## config.mk

```make
export PLATFORM = sky130hd
export DESIGN_NAME = hazard_irq_ctrl
export DESIGN_NICKNAME = d
export VERILOG_FILES = /design/src/rtl/hazard_irq_ctrl_pkg.sv /design/src/rtl/sat_counter.sv /design/src/rtl/hazard_irq_ctrl.sv
export SDC_FILE = /design/constraint.sdc
export NUM_CORES = 1
export LEC_CHECK = 0
export BUFFER_PORTS_ARGS = -buffer_cell sky130_fd_sc_hd__buf_2
export CORE_MARGIN = 8
export CORE_UTILIZATION = 40
export DETAILED_ROUTE_END_ITERATION = 10
export GPL_TIMING_DRIVEN = 0
export SLEW_MARGIN = 40
export SYNTH_ARGS = -nofsm -noshare
export SYNTH_HDL_FRONTEND = slang
export SYNTH_SLANG_ARGS = --single-unit
```

## constraint.sdc

```tcl
create_clock -name clk -period 2 [get_ports clk]
set_input_delay 0 -clock clk [delete_from_list [all_inputs] [get_ports clk]]
set_output_delay 0 -clock clk [all_outputs]
set_load 0.02 [all_outputs]
```

## src/rtl/hazard_irq_ctrl_pkg.sv

```systemverilog
// Shared constants for the pipeline stall/flush controller: IRQ FSM encoding and bubble PC.
// No logic, no latency, no flow control.
package hazard_irq_ctrl_pkg;

    typedef enum logic [1:0] {
        IRQ_IDLE  = 2'd0,
        IRQ_PEND  = 2'd1,
        IRQ_BLOCK = 2'd2
    } irq_state_t;

    // Flushed IF/ID slots carry this PC+4, which reads as kernel mode in ID.
    localparam logic [31:0] KERNEL_BUBBLE_PC = 32'h8000_0000;

endpackage

```

## src/rtl/sat_counter.sv

```systemverilog
// Saturating event counter with synchronous clear; count visible one cycle after the event.
// No backpressure: increments are dropped at all-ones, clear wins over increment.
module sat_counter #(
    parameter int CNT_W = 32
) (
    input  logic             clk,
    input  logic             reset,
    input  logic             inc_i,
    input  logic             clr_i,
    output logic [CNT_W-1:0] cnt_o
);

    logic [CNT_W-1:0] cnt_q;

    always_ff @(posedge clk or negedge reset) begin
        if (!reset) begin
            cnt_q <= '0;
        end else if (clr_i) begin
            cnt_q <= '0;
        end else if (inc_i && (cnt_q != '1)) begin
            cnt_q <= cnt_q + CNT_W'(1);
        end
    end

    assign cnt_o = cnt_q;

endmodule

```

## src/rtl/hazard_irq_ctrl.sv

```systemverilog
// Stall/flush controller for IF/ID, ID/EX and PC; sequences interrupt entry around redirects.
// Control outputs are same-cycle combinational; FSM and statistics counters update on the next edge.
module hazard_irq_ctrl
    import hazard_irq_ctrl_pkg::*;
#(
    parameter int CNT_W = 32
) (
    input  logic             clk,
    input  logic             reset,
    input  logic [4:0]       id_rs,
    input  logic [4:0]       id_rt,
    input  logic             id_uses_rt,
    input  logic             id_jump,
    input  logic             id_pc_kernel,
    input  logic             ex_mem_read,
    input  logic [4:0]       ex_rt,
    input  logic             ex_branch_taken,
    input  logic             irq,
    input  logic             cnt_clr,
    output logic             pc_write,
    output logic             if_id_write,
    output logic             if_id_flush,
    output logic             id_ex_flush,
    output logic             irq_take,
    output logic [CNT_W-1:0] stall_cnt,
    output logic [CNT_W-1:0] flush_cnt
);

    irq_state_t state_q;
    logic       lu;
    logic       lu_win;

    assign lu = ex_mem_read && (ex_rt != 5'd0) &&
                ((ex_rt == id_rs) || (id_uses_rt && (ex_rt == id_rt)));

    // Interrupt entry only on a real user-mode instruction that is not being redirected or stalled.
    assign irq_take = (state_q == IRQ_PEND) && !ex_branch_taken && !lu &&
                      !id_jump && !id_pc_kernel;

    assign lu_win = lu && !ex_branch_taken;

    always_comb begin
        pc_write    = 1'b1;
        if_id_write = 1'b1;
        if_id_flush = 1'b0;
        id_ex_flush = 1'b0;
        if (ex_branch_taken) begin
            if_id_flush = 1'b1;
            id_ex_flush = 1'b1;
        end else if (irq_take) begin
            if_id_flush = 1'b1;
        end else if (lu) begin
            pc_write    = 1'b0;
            if_id_write = 1'b0;
            id_ex_flush = 1'b1;
        end else if (id_jump) begin
            if_id_flush = 1'b1;
        end
    end

    always_ff @(posedge clk or negedge reset) begin
        if (!reset) begin
            state_q <= IRQ_IDLE;
        end else begin
            case (state_q)
                IRQ_IDLE:  if (irq)      state_q <= IRQ_PEND;
                IRQ_PEND:  if (irq_take) state_q <= IRQ_BLOCK;
                IRQ_BLOCK: if (!irq)     state_q <= IRQ_IDLE;
                default:                 state_q <= IRQ_IDLE;
            endcase
        end
    end

    sat_counter #(.CNT_W(CNT_W)) u_stall_cnt (
        .clk   (clk),
        .reset (reset),
        .inc_i (lu_win),
        .clr_i (cnt_clr),
        .cnt_o (stall_cnt)
    );

    sat_counter #(.CNT_W(CNT_W)) u_flush_cnt (
        .clk   (clk),
        .reset (reset),
        .inc_i (if_id_flush),
        .clr_i (cnt_clr),
        .cnt_o (flush_cnt)
    );

endmodule

```

# Word level (Yosys, flattened, before mapping)
# Cells that the tools add are included.
[word_totals] reg_bits=66 input_bits=24 out_inout_bits=69
[op_classes] add_sub_neg=2 n_eq_ne=9 muxes=18 reduce_logical=20
[op_table] cell="2-to-1 mux 32 bit" count=4
[op_table] cell="adder 32 x 1 -> 32 bit (second input constant)" count=2
[op_table] cell="!= test 32 bit (second input constant)" count=2
[op_table] cell="equality test 5 bit" count=2
[op_table] cell="logical AND 1 bit" count=10
[op_table] cell="2-to-1 mux 1 bit" count=10
[op_table] cell="2-to-1 mux 2 bit" count=3
[op_table] cell="!= test 2 bit (second input constant)" count=3
[op_table] cell="case mux 2 bit (3 select lines)" count=1
[op_table] cell="nonzero test 5 bit" count=1
[op_table] cell="zero test 1 bit" count=4
[op_table] cell="nonzero test 2 bit" count=2
[op_table] cell="AND reduction 3 bit" count=1
[op_table] cell="equality test 2 x 1 -> 1 bit (second input constant)" count=1
[op_table] cell="equality test 2 bit (second input constant)" count=1
[op_table] cell="zero test 2 bit" count=1
[op_table] cell="logical OR 1 bit" count=1

# Depth between registers and ports, before layout
[depth] word_depth=13 depth_mapped=9 depth_no_buf=7

# Cells and area by module
# Synthesis repeated with hierarchy kept, for this count alone.
[unflattened] cells_unflattened=430 area_unflattened_um2=3982.6
[modules_own_cells] module="sat_counter" instances=2 cells_per_inst=198 area_each_um2=1854.3 seq_area_each_um2=800.8
[modules_own_cells] module="hazard_irq_ctrl" instances=1 cells_per_inst=34 area_each_um2=274.0 seq_area_each_um2=50.0

# Worst setup path after synthesis
# No wires, ideal clock.
[synth_timing] path_kind="register -> register" startpoint="register u_stall_cnt.cnt_q[0], in the netlist u_stall_cnt.cnt_o[0]" endpoint="register u_stall_cnt.cnt_q[1], in the netlist u_stall_cnt.cnt_o[1]" setup_ns=0.132 arrival_ns=2.168 path_slack_ns=-0.300 stages_incl_launch_ff=10 n_path_buf=2 period_less_slack_ns=2.300 cell_sequence="dfrtp_1 ha_1 nand3_1 nor4_2 nand4_1 nand3_1 buf_2 buf_2 mux2i_1 nor2_1"
[synth_via] elab_chain_len=3 word_cells_on_any_way=6 classes_between="add/sub: 1; eq/ne: 1; mux: 2; reduce/logical: 2"
[synth_rtl] item="from (decl)" line="sat_counter.sv:13" source="logic [CNT_W-1:0] cnt_q;"
[synth_rtl] item="from (signal assigned)" line="sat_counter.sv:21" source="cnt_q <= cnt_q + CNT_W'(1);"
[synth_rtl] item="adder 32 x 1 -> 32 bit or != test 32 bit (tied branches)" line="sat_counter.sv:21, sat_counter.sv:20"
[synth_rtl] item="2-to-1 mux 32 bit or logical AND 1 bit (tied branches)" line="sat_counter.sv:20" source="end else if (inc_i && (cnt_q != '1)) begin"
[synth_rtl] item="2-to-1 mux 32 bit or nonzero test 2 bit (tied branches)"
# Several ways; a longest one is shown, not always the timed one. The select of a mux whose other input is x is not followed.
# A chain may end at the register's enable or synchronous reset.

# Worst setup path after layout
[layout_timing] startpoint="register u_flush_cnt.cnt_q[27], in the netlist u_flush_cnt.cnt_o[27]" endpoint="register u_flush_cnt.cnt_q[4], in the netlist u_flush_cnt.cnt_o[4]"
[layout_via] elab_chain_len=3
[layout_rtl] item="from (decl)" line="sat_counter.sv:13"
[layout_rtl] item="from (signal assigned)" line="sat_counter.sv:21"
[layout_rtl] item="!= test 32 bit" line="sat_counter.sv:20"
[layout_rtl] item="logical AND 1 bit" line="sat_counter.sv:20"
[layout_rtl] item="nonzero test 2 bit (no line)"
# Every way passes these cells.

==> out/metrics.csv <==
stage,metric,value,unit
detailed_routing,drt_pass1_iterations,4,
logic_synthesis,synth.top_cell.area_share,0.428,
timing,relSlewSlack,0.521,
cells_and_area,nets,652,
floorplan,die_h,114,microns
cells_and_area,multi_input_area,2620,sq um
timing,finalSetupViolations,32,
cells_and_area,drive_above_1_share,0.539,
clock_tree,cts.reportedPaths.clkPinSlew,0.07,ns
timing,setup_tns,-3.09,ns
detailed_routing,postRouteAntennaNets,0,
worst_setup_path,cp-end-kind,flop,
logic_synthesis,synth_top_area_cell,dfrtp_1,
logic_synthesis,yosys_warnings,0,
logic_synthesis,ys_ff_latch,66,
cells_and_area,area_growth,55.7,%
worst_setup_path,crit_path_start_kind,flop,
clock_tree,worstSkewPairLatency,0.34,ns
place,hpwl,8.64,mm
floorplan,start_util,0.404,
power,p_leak,2.52,nW
cells_and_area,final_util,0.629,
floorplan,die_area,13000,sq um
logic_synthesis,synthArstFlopShare,1.00,
global_routing,grt_max_degree,49,
logic_synthesis,synth_most_common_cell,dfrtp_1,
power,power_density,459,nW/um^2
timing,finalWorstSetupSlack,-0.172,ns
logic_synthesis,syn_area,3860,sq um
floorplan,io_pins,93,
timing,hold_viol,0,
floorplan,dieWidth,114,microns
timing,rsz0062_at_grt,true,
detailed_routing,drc,0,
detailed_routing,wl,13.6,mm
logic_synthesis,synthCells,448,
timing,finClkSkew,0.00874,ns
run,max-cap-violations,0,
global_routing,grt_first_pass_wirelength,21.1,mm
cells_and_area,n_antenna_cell,0,
timing,fin_crit,2.17,ns
timing,fmax,460,MHz
detailed_routing,drt_iter0_drc,200,
logic_synthesis,synth-seq-area-share,0.428,
run_status,status,"finished, violations left",
clock_tree,cts-root-buf,clkbuf_8,
worst_setup_path,reg2reg_depth,8,
logic_synthesis,synth.avg_cell_area,8.61,sq um
worst_setup_path,worstSetupPathType,reg2reg,
place,io_buffers,92,
place,gp_congestion,0.835,
logic_synthesis,synth_nets,474,
clock_tree,cts_tree,done,
global_routing,grt_use_total,0.201,
timing,max_slew.worst_pin.slew,0.718,ns
power,ir_drop,246,uV
detailed_routing,routed_via_density,5.57,
global_routing,antenna_found_initial,0,
hold_path,worstHoldPathCells,3,
logic_synthesis,synth_cell_types,45,
timing,period_share,1.09,
clock_tree,cts_buffers,9,
place,dp_slack,-0.408,ns
worst_setup_path,crit_required,2.19,ns
run_status,violations,negative setup slack,
cells_and_area,fill_cells,843,
logic_synthesis,synth_ff_type,dfrtp_1,
floorplan,core,9550,sq um
worst_setup_path,cp_max_fo,7,
logic_synthesis,synth-edff-count,0,
timing,maxSlewViolCount,0,
logic_synthesis,yosys-top-cells-count,"66 x dfrtp_1, 41 x a21oi_1, 38 x or3_1",
floorplan,row_count,36,
cells_and_area,regArea,1700,sq um
clock_tree,cts_buffer_depth,2,
clock_tree,cts_sinks,66,
global_routing,grt_remaining_overflow,0,
detailed_routing,routedWlPerCell,17.9,microns
hold_path,hold_path.class,in2reg,
detailed_routing,num_vias,4254,
global_routing,grt_pass1_vias,4153,
clock_tree,h-tree-depth,3,
worst_setup_path,cp.arrival,2.36,ns
logic_synthesis,synth.area.top_cells,"dfrtp_1 43%, or3_1 6.2%, a21oi_1 5.3%",
## through the flow
step / hold WS (ns) / instance area, sq um / total power [W] / std cells
finish: 0.0218 / 6000 / 0.00275 / 764
global route: 0.0664 / 6000 / 0.00286 / 764
CTS: 0.0145 / 5410 / 0.00271 / 737
detailed placement: -0.143 / 4630 / 0.00166 / 674
global placement: 0.268 / 4600 / 0.00165 / 673
floorplan: -0.296 / 3970 / 0.00152 / 448
## worst paths after layout
check                                                    endpoint                         startpoint  slack, ns
worst max-delay path             u_flush_cnt.cnt_o[4]$_DFFE_PN0P_  u_flush_cnt.cnt_o[27]$_DFFE_PN0P_      -0.17
worst min-delay path            u_stall_cnt.cnt_o[26]$_DFFE_PN0P_                            cnt_clr       0.02
worst max register to register   u_flush_cnt.cnt_o[4]$_DFFE_PN0P_  u_flush_cnt.cnt_o[27]$_DFFE_PN0P_      -0.17
worst min register to register             state_q[0]$_DFFE_PN0P_             state_q[1]$_DFFE_PN0P_       0.46
max in group asynchronous       u_flush_cnt.cnt_o[21]$_DFFE_PN0P_                              reset       1.41
min in group asynchronous        u_stall_cnt.cnt_o[7]$_DFFE_PN0P_                              reset       0.06
## report_power, final
part | internal [W] | total (W) | leakage (nW) | switching, W
logic | 0.000162 | 0.000381 | 1.58 | 0.000219
registers | 0.00135 | 0.00136 | 0.852 | 0.0000146
clock network | 0.000480 | 0.00101 | 0.0872 | 0.000531
total | 0.00199 | 0.00275 | 2.52 | 0.000764
## per-layer routing
metal	wire length [microns]	part of all wire	up-vias	global-route usage
met5	0	0	-	0
met4	201	0.015	0	0.0657
met3	657	0.048	16	0.0343
met2	6970	0.51	115	0.347
met1	5820	0.43	2119	0.250
li1	-	-	2004	-
## layout by cell type, fill, tap and decap left out, drive strengths merged, types with 2 or more instances in the layout
master	Yosys	layout
inv	12	12
a31o	3	3
a21oi	41	41
o21ai	34	34
nor4	7	7
clkinv	0	3
and4	2	2
clkbuf	12	26
nor2b	11	11
and2	2	2
xor2	3	3
nor3	7	7
a211oi	2	2
nand3	34	34
nand4	16	16
xnor2	14	14
a21o	3	3
nand2	35	35
or3	38	38
or4	14	14
o31ai	8	8
nand4b	2	2
nand2b	3	3
ha	2	2
dfrtp	66	66
nor2	35	35
or2	5	5
buf	9	173
and3	11	11
dlygate4sd3	0	2
mux2	8	8
## layout make-up
| cell class | instances | area share |
|---|---|---|
| plain buffers | 20 | 0.0269 |
| clock buffers | 13 | 0.0248 |
| clock inverters | 3 | 0.00250 |
| inverters | 12 | 0.00750 |
| multi-input cells | 349 | 0.437 |
| flip-flops and latches | 66 | 0.283 |
| well taps | 133 | 0.0277 |
| repair buffers | 168 | 0.190 |
## critical path, cell delays in order, from the launching register on
cell and delay, ns:
dfrtp_2 0.38, nand3_2 0.09, or3_4 0.35, or4_4 0.58, o211ai_4 0.12, buf_6 0.18, buf_6 0.14, or3_1 0.11
a21oi_1 0.06
## state kept, by name, summed over array words and instances, names as in the netlist
| register | count |
|---|---|
| state_q | 2 |
| u_stall_cnt.cnt_o | 32 |
| u_flush_cnt.cnt_o | 32 |
## logic make-up after synthesis
kind of cell,after synthesis,share of synthesized area
AO/OA/AOI/OAI,98,0.150
flip-flops,66,0.428
multiplexers,9,0.0259
XOR/XNOR,17,0.0386
buffers and inverters,33,0.0376
AND/OR/NAND/NOR,223,0.313
adder cells (fa/ha/maj),2,0.00649
## repair_timing
action                                  in CTS  in global routing
endpoints found under the hold margin       68                  0
buffers inserted                            45                 25
gates cloned                                 1                  2
pin swaps                                   33                 52
gates resized for setup                     63                 94
endpoints found under the setup margin      57                 60
hold buffers                                 2                  0
No activity file was read; power rests on OpenSTA's default activity.
